**config.mk**
```make
export PLATFORM = sky130hd
export DESIGN_NAME = serial_adder
export DESIGN_NICKNAME = d
export VERILOG_FILES = /design/src/rtl/serial_adder.sv
export SDC_FILE = /design/constraint.sdc
export NUM_CORES = 1
export LEC_CHECK = 0
export ABC_AREA = 1
export CAP_MARGIN = 10
export CORE_MARGIN = 2
export CORE_UTILIZATION = 25
export DETAILED_ROUTE_END_ITERATION = 10
export PLACE_DENSITY_LB_ADDON = 0.25
export SYNTH_ARGS = -nofsm -noshare
export SYNTH_HDL_FRONTEND = slang
export SYNTH_SLANG_ARGS = --single-unit
export TNS_END_PERCENT = 1
```
**constraint.sdc**
```tcl
create_clock -name clk -period 1.6 [get_ports clk]
set_input_delay 0.32 -clock clk [delete_from_list [all_inputs] [get_ports clk]]
set_output_delay 0.32 -clock clk [all_outputs]
set_load 0.01 [all_outputs]
```
**src/rtl/serial_adder.sv**
```systemverilog
// serial_adder: bit-serial adder computing a + b + cin, one bit per clock, LSB first.
// A single full-adder cell and a carry flip-flop do the arithmetic; operands shift out
// of their registers and sum bits shift into a result register from the MSB side.
// Build option: define SERIAL_ADDER_OVERFLOW_EN to add the registered signed-overflow
// output ovf.
//
// Ports:
//   clk    in   1      system clock, rising edge
//   rst_n  in   1      synchronous reset, active low
//   start  in   1      request; sampled only while ready=1
//   a      in   WIDTH  operand A, captured on the accepting edge
//   b      in   WIDTH  operand B, captured on the accepting edge
//   cin    in   1      carry in, captured on the accepting edge
//   ready  out  1      high in IDLE or DONE (start will be accepted)
//   busy   out  1      high while bits are being processed
//   done   out  1      one-cycle pulse: sum/cout just updated
//   sum    out  WIDTH  registered result, held between completions
//   cout   out  1      registered carry out, held between completions
//   ovf    out  1      (SERIAL_ADDER_OVERFLOW_EN only) two's-complement overflow, held like sum

module serial_adder #(
    parameter int unsigned WIDTH = 8
) (
    input  logic             clk,
    input  logic             rst_n,
    input  logic             start,
    input  logic [WIDTH-1:0] a,
    input  logic [WIDTH-1:0] b,
    input  logic             cin,
    output logic             ready,
    output logic             busy,
    output logic             done,
    output logic [WIDTH-1:0] sum,
    output logic             cout
`ifdef SERIAL_ADDER_OVERFLOW_EN
    ,
    output logic             ovf
`endif
);

    // One extra count value so that WIDTH=1 still yields a legal 1-bit counter.
    localparam int unsigned CntW = $clog2(WIDTH + 1);
    localparam logic [CntW-1:0] LastBit = CntW'(WIDTH - 1);

    typedef enum logic [1:0] {
        StIdle,
        StRun,
        StDone
    } state_e;

    state_e            state_q;
    logic [CntW-1:0]   cnt_q;
    logic              carry_q;
    logic [WIDTH-1:0]  a_q;
    logic [WIDTH-1:0]  b_q;
    logic [WIDTH-1:0]  res_q;

    logic              bit_s;
    logic              carry_d;
    logic [WIDTH-1:0]  res_d;

    // Full-adder cell on the current LSBs; new sum bit enters the result at the MSB.
    always_comb begin
        bit_s          = a_q[0] ^ b_q[0] ^ carry_q;
        carry_d        = (a_q[0] & b_q[0]) | (a_q[0] & carry_q) | (b_q[0] & carry_q);
        res_d          = res_q >> 1;
        res_d[WIDTH-1] = bit_s;
    end

    assign ready = (state_q != StRun);
    assign busy  = (state_q == StRun);

    always_ff @(posedge clk) begin
        if (!rst_n) begin
            state_q <= StIdle;
            cnt_q   <= '0;
            carry_q <= 1'b0;
            a_q     <= '0;
            b_q     <= '0;
            res_q   <= '0;
            sum     <= '0;
            cout    <= 1'b0;
            done    <= 1'b0;
`ifdef SERIAL_ADDER_OVERFLOW_EN
            ovf     <= 1'b0;
`endif
        end else begin
            done <= 1'b0;
            case (state_q)
                StIdle, StDone: begin
                    if (start) begin
                        a_q     <= a;
                        b_q     <= b;
                        carry_q <= cin;
                        cnt_q   <= '0;
                        res_q   <= '0;
                        state_q <= StRun;
                    end else begin
                        state_q <= StIdle;
                    end
                end
                StRun: begin
                    a_q     <= a_q >> 1;
                    b_q     <= b_q >> 1;
                    carry_q <= carry_d;
                    res_q   <= res_d;
                    cnt_q   <= cnt_q + 1'b1;
                    if (cnt_q == LastBit) begin
                        sum     <= res_d;
                        cout    <= carry_d;
                        done    <= 1'b1;
                        state_q <= StDone;
`ifdef SERIAL_ADDER_OVERFLOW_EN
                        // carry_q is the carry into the MSB at this edge.
                        ovf     <= carry_q ^ carry_d;
`endif
                    end
                end
                default: state_q <= StIdle;
            endcase
        end
    end

endmodule

```
==> metrics.cfg <==
[die]
core_area_sq_mm = 0.006869
die-width_microns = 88.84
die_h_microns = 88.84
fp.dieArea_sq_mm = 0.007892
initial_utilization_pct = 26.19
row_count = 30
ioPinCount = 32

[setup_path]
startpoint = sum[2]
startpoint_type = flop
cp.buffers_inverters = 1
critPathCaptureType = output pin
reg2reg_from = cnt_q[0]
worstSetupPathType = flop to output pin
cp_top_family = buffers and inverters
path_max_fanout = 2
required_ns = 1.28
cpPeakStageDelay_ns = 0.54
crit_slowest_cell = clkdlybuf4s50_1
worst-endpoint-arrival_ns = 1.18
crit_chain = clkdlybuf4s50_1

[layout]
final_common_cell = nand3_1
seq_area_sq_um = 805.8
drive_gt1_share_pct = 10.51
n_fill_cell = 735
fin_cells = 372
multi_input_area_sq_um = 809.5
nNetsFinal = 297
syn_to_final_growth_pct = 29.97
final_cell_mix = 76 x nand3_1, 40 x nand2_1, 38 x dfxtp_1, 29 x clkdlybuf4s50_1, 28 x a21oi_1
antenna_cells = 0

[flow_run]
maxCapViolCount = 0

[outcome]
status = completed

[grt]
antenna_found_initial = 0
first_global_vias = 1585
grt_pass1_wl_mm = 7.320
grt_max_degree = 30
grt_usage_pct = 11.92
gr-total-overflow = 0

[drt]
wl_met3_microns = 180
via_per_inst = 4.371
route.met2.wl_mm = 1.942
wl_mm = 4.144
drt-initial-drc-count = 89
drt_pre_antenna_iters = 4
vias = 1626
wire_per_inst_microns = 11.14
highest_layer = met4
drt-met1-wl_mm = 2.005
drc = 0
ant_nets = 0

[pwr]
power_density_mw_per_mm2 = 937.9
power_w = 0.002193
leakagePower_nw = 0.9483
ir_worst_vdd_mv = 0.3267

[yosys]
yosysSeqAreaShare_pct = 44.51
syn-num-nets = 264
yosys_warnings = 0
syn_inst = 242
ys_types = 20
ys_ff_latch = 40
syn_area_sq_mm = 0.001799
synth_area_leader_cell = dfxtp_1
ys_top_cells_by_area = dfxtp_1 45%, nand3_1 21%, nand2_1 8.3%
synth_top_area_share_pct = 44.51
avgSynthCellArea_sq_um = 7.435

[placement]
portBuffers = 31
dp_cells = 364
dpl.hpwl_mm = 2.811
gp_congestion = 0.7796

[sta]
setup_violations = 0
worst_slew_pin_slew_ns = 0.3445
hold_violations = 0
min_period_over_period_pct = 93.46
skew_ns = 0.01270
rsz0062_at_grt = no
max_freq_ghz = 0.6687
finalSetupTns_ns = 0
fin_crit_ns = 1.495
report.final.slew_viol_count = 0
timing.slew.headroom_pct = 77.03

[cts]
cts_sinks = 40
clk-insertion-delay-late_ns = 0.30
cts_tree = built
post_cts_buffers = 0
clk_pin_slew_ns = 0.09
htreeDepth = 2
cts_buffers = 5
clockBufferDepth = 2
cts-root-buf = clkbuf_8

[hold_path]
hold_start = sum[7]
hold_class = flop to flop

## power breakdown
| part | leakage [nW] | switching (W) | total, W | internal (W) |
|---|---|---|---|---|
| Clock | 0.0548 | 0.000391 | 0.000861 | 0.000470 |
| Sequential | 0.327 | 0.0000258 | 0.00106 | 0.00103 |
| Combinational | 0.567 | 0.000153 | 0.000274 | 0.000121 |
## what timing repair did
| action | in CTS | in global routing |
|---|---|---|
| hold buffers | 0 | 0 |
| setup endpoints to repair | 2 | 0 |
| gates resized for setup | 5 | 0 |
## final timing paths
path / to / slack [ns] / cells after the start
setup reg to reg: sum[1] / 0.33 / 6
hold reg to reg: sum[7] / 0.47 / 2
setup / recovery: sum[2] / 0.10 / 1
hold / removal: sum[7] / 0.47 / 2
## synth_stat cells (all sizes together)
library cell and count:
a21oi 28, buf 14, clkbuf 2, dfxtp 40, fa 1, ha 1
inv 22, nand2 43, nand3 76, nor2 13, o21ai 2
## area by class of cell
cell class	instances	area share (%)
Clock buffer	5	2.943
Timing Repair Buffer	42	17.23
Inverter	22	3.638
Tap cell	96	5.136
Multi-Input combinational cell	164	34.62
Clock inverter	3	1.980
Sequential cell	40	34.46
## metrics by stage
step / worst slack, ns / hold slack, ns / util [%] / area [sq um]
after floorplan: 0.4943 / 0.4559 / - / 1799
after global placement: 0.1121 / 0.4595 / 32.33 / 2221
after detailed placement: 0.07532 / 0.4615 / 32.33 / 2221
after CTS: 0.08331 / 0.4765 / 34.04 / 2338
after global routing: 0.04020 / 0.5064 / 34.04 / 2338
final: 0.1046 / 0.4723 / 34.04 / 2338
## state kept, by name, indices dropped and copies added (netlist names), 2 cells and up
signal,flops
a_q,8
b_q,8
sum,8
res_q,7
cnt_q,4
state_q,2
## cell families (layout without fill, tap and decap cells)
group,after synthesis,in the layout,synth area share [%]
fa+ha+maj,2,2,1.808
compound gates,30,30,8.345
flops,40,40,44.51
simple gates,132,132,34.84
buf+inv,38,72,10.50
## routing by layer
layer	up-vias	GRT usage, %
met1	720	15.12
met4	0	2.893
met3	5	3.078
li1	866	-
met2	35	20.22
met5	-	0
Power figures use the tool's default switching activity.
